File: src/rtl/clock_pkg.sv
// Shared types and helpers for the multi-channel clock/strobe generator.
// Config clamping lives here so every channel applies identical rules.
package clock_pkg;

  localparam int C_MIN_PERIOD = 2;
  localparam int C_CFG_W      = 32;

  typedef logic [C_CFG_W-1:0] cfg_word_t;

  typedef struct packed {
    cfg_word_t n;
    cfg_word_t h;
  } cfg_t;

  // Period is raised to the minimum; high time is capped at the period,
  // which makes cnt < h true for every count (constant-high channel).
  function automatic cfg_t clamp_cfg(input cfg_word_t n, input cfg_word_t h);
    cfg_t c;
    c.n = (n < cfg_word_t'(C_MIN_PERIOD)) ? cfg_word_t'(C_MIN_PERIOD) : n;
    c.h = (h > c.n) ? c.n : h;
    return c;
  endfunction

  // Width of a channel index; a single channel still gets a 1-bit select.
  function automatic int ch_sel_width(input int channels);
    return (channels > 1) ? $clog2(channels) : 1;
  endfunction

endpackage

File: src/rtl/clock_channel.sv
// One divider channel: counter, active/shadow config, registered level and
// edge pulses. New settings take effect only at a period boundary or on sync.
module clock_channel
  import clock_pkg::*;
#(
  parameter int p_width          = 16,
  parameter int p_default_period = 50
) (
  input  logic               clk,
  input  logic               rst_n,
  input  logic               stop,
  input  logic               sync,
  input  logic               wr,
  input  logic [p_width-1:0] wr_period,
  input  logic [p_width-1:0] wr_high,
  output logic               out,
  output logic               rise,
  output logic               fall,
  output logic               pending
);

  localparam logic [p_width-1:0] ONE   = p_width'(1);
  localparam logic [p_width-1:0] DEF_N = p_width'(p_default_period);
  localparam logic [p_width-1:0] DEF_H = p_width'(p_default_period / 2);

  logic [p_width-1:0] cnt_q, cnt_d;
  logic [p_width-1:0] n_q, n_d, h_q, h_d;
  logic [p_width-1:0] sh_n_q, sh_n_d, sh_h_q, sh_h_d;
  logic               pend_q, pend_d;
  logic               out_q, out_d, rise_q, rise_d, fall_q, fall_d;
  logic               wrap, advance, restart;
  cfg_t               clamped;

  always_comb begin
    // NOTE: every variable gets a default first so no path leaves one
    // unassigned; otherwise synthesis infers a latch.
    cnt_d   = cnt_q;
    n_d     = n_q;
    h_d     = h_q;
    sh_n_d  = sh_n_q;
    sh_h_d  = sh_h_q;
    pend_d  = pend_q;
    out_d   = out_q;
    rise_d  = 1'b0;
    fall_d  = 1'b0;
    clamped = clamp_cfg(cfg_word_t'(sh_n_q), cfg_word_t'(sh_h_q));

    wrap    = (cnt_q == n_q - ONE);
    advance = sync | ~stop;
    restart = sync | wrap;

    if (advance) begin
      cnt_d = restart ? '0 : cnt_q + ONE;
      // Swapping config only when the count returns to 0 keeps every
      // period whole: no runt or stretched pulse on a setting change.
      if (restart && pend_q) begin
        n_d    = p_width'(clamped.n);
        h_d    = p_width'(clamped.h);
        pend_d = 1'b0;
      end
      out_d  = (cnt_d < h_d);
      rise_d = out_d & ~out_q;
      fall_d = ~out_d & out_q;
    end

    // A write in the same cycle as an apply lands in the shadow afterwards,
    // so it stays pending for the following boundary.
    if (wr) begin
      sh_n_d = wr_period;
      sh_h_d = wr_high;
      pend_d = 1'b1;
    end
  end

  // NOTE: sequential state uses non-blocking assignments so all flops sample
  // their _d values from the same clock edge.
  always_ff @(posedge clk or negedge rst_n) begin
    if (!rst_n) begin
      cnt_q  <= '0;
      n_q    <= DEF_N;
      h_q    <= DEF_H;
      // NOTE: the shadow is reset too; pend_q alone would suffice logically,
      // but a defined shadow keeps reset behaviour free of X in simulation.
      sh_n_q <= '0;
      sh_h_q <= '0;
      pend_q <= 1'b0;
      out_q  <= 1'b0;
      rise_q <= 1'b0;
      fall_q <= 1'b0;
    end else begin
      cnt_q  <= cnt_d;
      n_q    <= n_d;
      h_q    <= h_d;
      sh_n_q <= sh_n_d;
      sh_h_q <= sh_h_d;
      pend_q <= pend_d;
      out_q  <= out_d;
      rise_q <= rise_d;
      fall_q <= fall_d;
    end
  end

  assign out     = out_q;
  assign rise    = rise_q;
  assign fall    = fall_q;
  assign pending = pend_q;

endmodule

File: src/rtl/clock_gen.sv
// Multi-channel programmable clock-enable generator: write decode, sync
// fan-out and per-channel divider instances.
module clock_gen
  import clock_pkg::*;
#(
  parameter int  p_channels       = 4,
  parameter int  p_width          = 16,
  parameter int  p_default_period = 50,
  localparam int CH_W             = ch_sel_width(p_channels)
) (
  input  logic                  i_clk,
  input  logic                  i_rst,
  input  logic [p_channels-1:0] i_stop,
  input  logic                  i_sync,
  input  logic                  i_wr,
  input  logic [CH_W-1:0]       i_wr_ch,
  input  logic [p_width-1:0]    i_wr_period,
  input  logic [p_width-1:0]    i_wr_high,
  output logic [p_channels-1:0] o_out,
  output logic [p_channels-1:0] o_rise,
  output logic [p_channels-1:0] o_fall,
  output logic [p_channels-1:0] o_pending
);

  logic [p_channels-1:0] wr_sel;

  // Out-of-range channel numbers match no index and are dropped here.
  always_comb begin
    wr_sel = '0;
    for (int c = 0; c < p_channels; c++) begin
      wr_sel[c] = i_wr && (i_wr_ch == CH_W'(c));
    end
  end

  for (genvar g = 0; g < p_channels; g++) begin : g_ch
    clock_channel #(
      .p_width         (p_width),
      .p_default_period(p_default_period)
    ) u_ch (
      .clk      (i_clk),
      .rst_n    (i_rst),
      .stop     (i_stop[g]),
      .sync     (i_sync),
      .wr       (wr_sel[g]),
      .wr_period(i_wr_period),
      .wr_high  (i_wr_high),
      .out      (o_out[g]),
      .rise     (o_rise[g]),
      .fall     (o_fall[g]),
      .pending  (o_pending[g])
    );
  end

endmodule
File: config.mk
export PLATFORM = sky130hd
export DESIGN_NAME = clock_gen
export DESIGN_NICKNAME = d
export VERILOG_FILES = /design/src/rtl/clock_pkg.sv /design/src/rtl/clock_channel.sv /design/src/rtl/clock_gen.sv
export SDC_FILE = /design/constraint.sdc
export NUM_CORES = 1
export LEC_CHECK = 0
export BUFFER_PORTS_ARGS = -buffer_cell sky130_fd_sc_hd__buf_4
export CAP_MARGIN = 10
export CELL_PAD_IN_SITES_DETAIL_PLACEMENT = 0
export CELL_PAD_IN_SITES_GLOBAL_PLACEMENT = 2
export CORE_MARGIN = 2
export CORE_UTILIZATION = 35
export CTS_BUF_LIST = sky130_fd_sc_hd__clkbuf_4
export CTS_CLUSTER_DIAMETER = 120
export DETAILED_ROUTE_END_ITERATION = 12
export GPL_TIMING_DRIVEN = 0
export HOLD_SLACK_MARGIN = 0.03
export PLACE_DENSITY = 0.72
export SKIP_LAST_GASP = 1
export SLEW_MARGIN = 20
export SYNTH_ARGS = -nofsm -noshare
export SYNTH_HDL_FRONTEND = slang
export SYNTH_SLANG_ARGS = --single-unit
File: constraint.sdc
create_clock -name i_clk -period 9.7 [get_ports i_clk]
set_input_delay 1.455 -clock i_clk [delete_from_list [all_inputs] [get_ports i_clk]]
set_output_delay 1.455 -clock i_clk [all_outputs]
set_load 0.01 [all_outputs]
# Yosys cells after proc, flatten, opt, wreduce, memory -nomap -nowiden
# Index checks and enable logic that the tools add are counted.
# word_totals
ram_bits	0
out_inout_bits	16
memories	0
romBits	0
latch_bits	0
word_cells	156
register_bits	336
# classes
div_mod_pow	0
muxes	40
n_eq_ne	7
n_mul	0
n_reduce_logical	25
bitwise	28
n_shift	0
order_cmp	12
add_sub_neg	8
# ops
op	count
$mux W16	20
$gt A16 B32 Y1	4
$add A16 B1 Y16 const B	4
$eq A16 B16 Y1	4
$lt A16 B16 Y1	4
$lt A16 B2 Y1 const B	4
$sub A16 B1 Y16 const B	4
$mux W1	20
$reduce_and A2 Y1	8
$reduce_bool A2 Y1	8
$not A1 Y1	12
$and A1 B1 Y1	8
$logic_and A1 B1 Y1	8
$or A1 B1 Y1	8
$eq A2 B2 Y1 const B	2
$eq A2 B1 Y1 const B	1
$logic_not A2 Y1	1

# Logic depth before layout (Yosys ltp)
# logic_depth
ltp_word	10
ltp_mapped	24
depth_no_buf	23

# Hierarchy
# Synthesis repeated with hierarchy kept, for this count alone.
# unflattened
hier_cells	2195
area_unflattened_um2	21301.7
# modules_own_cells
mod	instances	seq_area_each_um2	area_per_inst_um2	cells_each
clock_channel (g_ch[1].u_ch)	1	2109.5	5497.8	529
clock_channel (g_ch[0].u_ch)	1	2109.5	5337.6	552
clock_channel (g_ch[3].u_ch)	1	2109.5	5256.3	565
clock_channel (g_ch[2].u_ch)	1	2109.5	5172.5	545
clock_gen	1	0.0	37.5	4

# Worst setup path after synthesis
# Ideal clock, no wire load.
# synth_timing
kind	register to register
start	reg g_ch[1].u_ch.n_q[0]
end	reg g_ch[1].u_ch.fall_q
arrival_ns	4.648
n_path_buf	2
stages_incl_launch_ff	22
slack_ns	4.931
cell_sequence	dfrtp_1 > inv_1 > ha_1 > or4b_1 > or4_1 > xnor2_1 > nor2_1 > o21ai_0 > o41ai_2 > buf_4 > nand2_2 > buf_2 > mux2i_1 > ha_1 > a21oi_1 > nor2b_1 > o21ai_0 > nand2_1 > or2_2 > o311ai_0 > a2111oi_2 > o211a_1
# synth_between
elab_chain_cells	10
# synth_lines
element	line	text
start, declared	clock_channel.sv:27	logic [p_width-1:0] n_q, n_d, h_q, h_d;
start signal, assigned	clock_channel.sv:92	n_q <= n_d;
$sub A16 B1 Y16 (*)	clock_channel.sv:48	wrap = (cnt_q == n_q - ONE);
$eq A16 B16 Y1 (*)	clock_channel.sv:48	
$or A1 B1 Y1 (*)	clock_channel.sv:50	restart = sync | wrap;
$logic_and A1 B1 Y1	clock_channel.sv:56	if (restart && pend_q) begin
$mux W16	clock_channel.sv:56	
$mux W16	clock_channel.sv:52	if (advance) begin
$lt A16 B16 Y1 (*)	clock_channel.sv:61	out_d = (cnt_d < h_d);
$not A1 Y1 (*)	clock_channel.sv:63	fall_d = ~out_d & out_q;
$and A1 B1 Y1 (*)	clock_channel.sv:63	
$mux W1 (*)	clock_channel.sv:52	
via g_ch[1].u_ch.fall_d	clock_channel.sv:30	logic out_q, out_d, rise_q, rise_d, fall_q, fall_d;
end signal, assigned	clock_channel.sv:99	fall_q <= fall_d;
end, declared	clock_channel.sv:30	
# Mark *: on every way through the listed nets, which the timed path passes. The rest lies on a longest branch. The select of a mux whose other input is x is not followed.
# A chain may end at the register's enable or synchronous reset.

# Worst setup path after layout
# layout_timing
start	reg g_ch[0].u_ch.n_q[0]
end	reg g_ch[0].u_ch.rise_q
# layout_between
elab_chain_cells	9
# layout_lines
element	line	text
start, declared	clock_channel.sv:27	
start signal, assigned	clock_channel.sv:92	
$sub A16 B1 Y16 (*)	clock_channel.sv:48	
$eq A16 B16 Y1 (*)	clock_channel.sv:48	
$or A1 B1 Y1 (*)	clock_channel.sv:50	
$logic_and A1 B1 Y1	clock_channel.sv:56	
$mux W16	clock_channel.sv:56	
$mux W16	clock_channel.sv:52	
$lt A16 B16 Y1 (*)	clock_channel.sv:61	
$and A1 B1 Y1 (*)	clock_channel.sv:62	rise_d = out_d & ~out_q;
$mux W1 (*)	clock_channel.sv:52	
via g_ch[0].u_ch.rise_d	clock_channel.sv:30	
end signal, assigned	clock_channel.sv:98	rise_q <= rise_d;
end, declared	clock_channel.sv:30	
# Marked as above.

==> metrics.txt <==
status completed; first-pass GRT wire length 96700 µm; LEAKAGE 0.0107 µW; Die Span X 247 µm; critical path type reg -> reg; CTS clk-pin slew, worst paths 0.07 ns; number of synthesized flops with an enable pin 0; via count 16500; die area 61000 µm²; Pwr Density 236 nW/µm²; synth top area cells dfrtp_1 38%, mux2_2 8.5%, ha_1 8.0%; slew at the pin closest to its max-slew limit 0.989 ns; Worst Path Max Fanout 10; most common cell after layout, fill and taps aside dfrtp_1; GPL Wtd Cong 0.818; total grt overflow 0; total track usage 20.7%; Syn Nets 2339; CTS tree done; CTS sink cnt 336; Setup Buffers After CTS 0; Placed Area 22200 µm²; Crit path required time 10.41 ns; post-synthesis sequential area ratio 40.8%; Via density 5.17; Yosys cell types 82; initial core utilization 35.2%; crit path DAT 7.09 ns; post-CTS sizing 0; clock buffers created by TritonCTS 100; initial DRC count 986; Root Buffer clkbuf_4; flip-flop and latch count after synthesis 336; Site Rows 89; syn avg cell area 9.55 µm²; Final Hold Viols 0; routed length per instance 19.3 µm; Clock Path Buffers 3; fin nets 2501; Setup TNS 0 ns; # port buffers 57; Worst Setup End Kind flip-flop; most frequent cells in the layout 312 x dfrtp_1, 291 x nand2_1, 156 x mux2_2; CTS Hold Bufs 0; Initial DRT Pass Iterations 5; Setup Viol. Count Final 0; Min-Delay Path Class reg -> reg; Worst setup SP type flip-flop; Max Cap Viol 0; post-synth top area share 37.8%; Post-Syn Area 20700 µm²; f_max 0.157 GHz; Layout area overhead 13.5%; Max Clock Skew 0.0578 ns; Worst-Skew Late Latency 0.85 ns; largest net degree at the start of global routing 93; Remaining DRCs 0; post-route cell area 23500 µm²; slew margin rel. 33.9%; Final Cycle Share 65.7%; initial antenna violation count 3; die height 247 µm; drt total wl 61600 µm; vias in the first global route 16600; top cell type by total area after synthesis dfrtp_1; Detail Route Antenna Nets 0; placed wire-length estimate 46000 µm; async set or reset register ratio after synthesis 100%; RSZ-0062 raised after global routing no; Synth Warn # 0; Mapped Cells 2165; Top FF cell, synth dfrtp_1; IO Pins 58; pins over their slew limit 0; core area 58700 µm²; worst vdd ir 0.122 mV; Tmin final 6.37 ns; ratio of cells with drive above 1 in the final layout 20.4%; H-tree level count 3
[Yosys cell counts (9+ instances only)]
master / instances
clkbuf_1: 65
and2_1: 12
mux2_2: 156
nor3_1: 31
dfstp_2: 24
o21ai_2: 13
xor2_1: 59
nand3_1: 39
a21oi_1: 95
dfrtp_1: 312
nor2b_1: 27
nand4_1: 40
inv_1: 92
o21ai_1: 19
ha_1: 132
nor3b_1: 9
nor4_1: 27
mux2i_1: 69
and3_1: 19
a21o_1: 31
xnor2_1: 71
or4_1: 9
a31oi_1: 9
buf_4: 19
o31ai_1: 36
nand2_1: 291
buf_6: 9
nand2b_1: 19
o21ai_0: 141
nor2_1: 152
buf_2: 20
[path summary, 6_finish.rpt]
check | startpoint | endpoint | slack [ns] | depth (start not counted)
setup / recovery | g_ch[0].u_ch.n_q[0] | g_ch[0].u_ch.rise | 3.33 | 20
hold / removal | g_ch[3].u_ch.h_q[4] | g_ch[3].u_ch.h_q[4] | 0.47 | 2
setup reg to reg | g_ch[0].u_ch.n_q[0] | g_ch[0].u_ch.rise | 3.33 | 20
hold reg to reg | g_ch[3].u_ch.h_q[4] | g_ch[3].u_ch.h_q[4] | 0.47 | 2
max in group asynchronous | i_rst | g_ch[3].u_ch.h_q[3] | 7.73 | 3
min in group asynchronous | i_rst | g_ch[1].u_ch.cnt_q[10] | 0.64 | 1
[cell type report]
cell class / count / area [µm²]
Inverter: 92 / 345
Multi-Input combinational cell: 1620 / 11300
Buffer: 117 / 606
Fill cell: 5881 / 35200
Clock buffer: 155 / 1160
Tap cell: 773 / 967
Antenna cell: 2 / 5.00
Sequential cell: 336 / 8440
Clock inverter: 29 / 140
Timing Repair Buffer: 60 / 518
[critical path, stage by stage, from the launching register on]
cell       delay, ns
dfrtp_1         0.44
inv_1           0.11
ha_1            0.22
nor3b_1         0.82
nand4_1         0.21
xnor2_1         0.29
o21ai_0         0.17
nor4_2          0.49
nor2_1          0.15
nor2_1          0.16
buf_2           0.25
buf_2           0.29
o21ai_0         0.20
ha_1            0.36
a21o_1          0.17
a21o_1          0.17
a2111oi_0       0.74
o21ai_0         0.32
a21oi_1         0.26
a31oi_1         0.13
a211oi_1        0.31
[power by group]
part | total (µW) | switching (µW) | internal (µW)
combinational | 1990 | 1120 | 871
sequential | 2150 | 351 | 1800
clock | 1410 | 658 | 750
total | 5550 | 2130 | 3420
[per-stage QoR]
step	power, µW	instances	utilization, %	hold slack, ns	setup slack [ns]
floorplan	3550	2165	-	0.443	4.93
global placement	4120	2995	37.6	0.455	3.52
detailed placement	4180	2998	37.8	0.459	3.52
CTS	5620	3182	40.0	0.469	3.44
global route	6010	3183	40.0	0.486	2.69
finish	5550	3184	40.0	0.469	3.33
[sequential cells by signal (all words and copies together), names as in the netlist]
signal	cells
g_ch.u_ch.cnt_q	64
g_ch.u_ch.fall	4
g_ch.u_ch.h_q	64
g_ch.u_ch.n_q	64
g_ch.u_ch.out	4
g_ch.u_ch.pending	4
g_ch.u_ch.rise	4
g_ch.u_ch.sh_h_q	64
g_ch.u_ch.sh_n_q	64
[routing by layer]
metal	routed length [µm]	vias up	track usage [%]	share of wire [%]
li1	-	8037	-	-
met1	29900	8015	29.1	49
met2	27500	324	32.1	45
met3	2480	91	3.29	4.0
met4	1700	0	7.46	2.8
met5	0	-	0	0
[logic make-up (layout without fill, tap and decap cells)]
kind of cell	Yosys count	count (layout)	share of synthesized area (%)
AO/OA/AOI/OAI	410	410	12.3
flip-flops	336	336	40.8
other	0	2	0
multiplexers	232	232	12.3
adder cells (fa/ha/maj)	132	132	7.99
AND/OR/NAND/NOR	716	716	16.6
buffers and inverters	209	453	4.59
XOR/XNOR	130	130	5.51
Note: power is estimated with default switching activity, not from simulation.
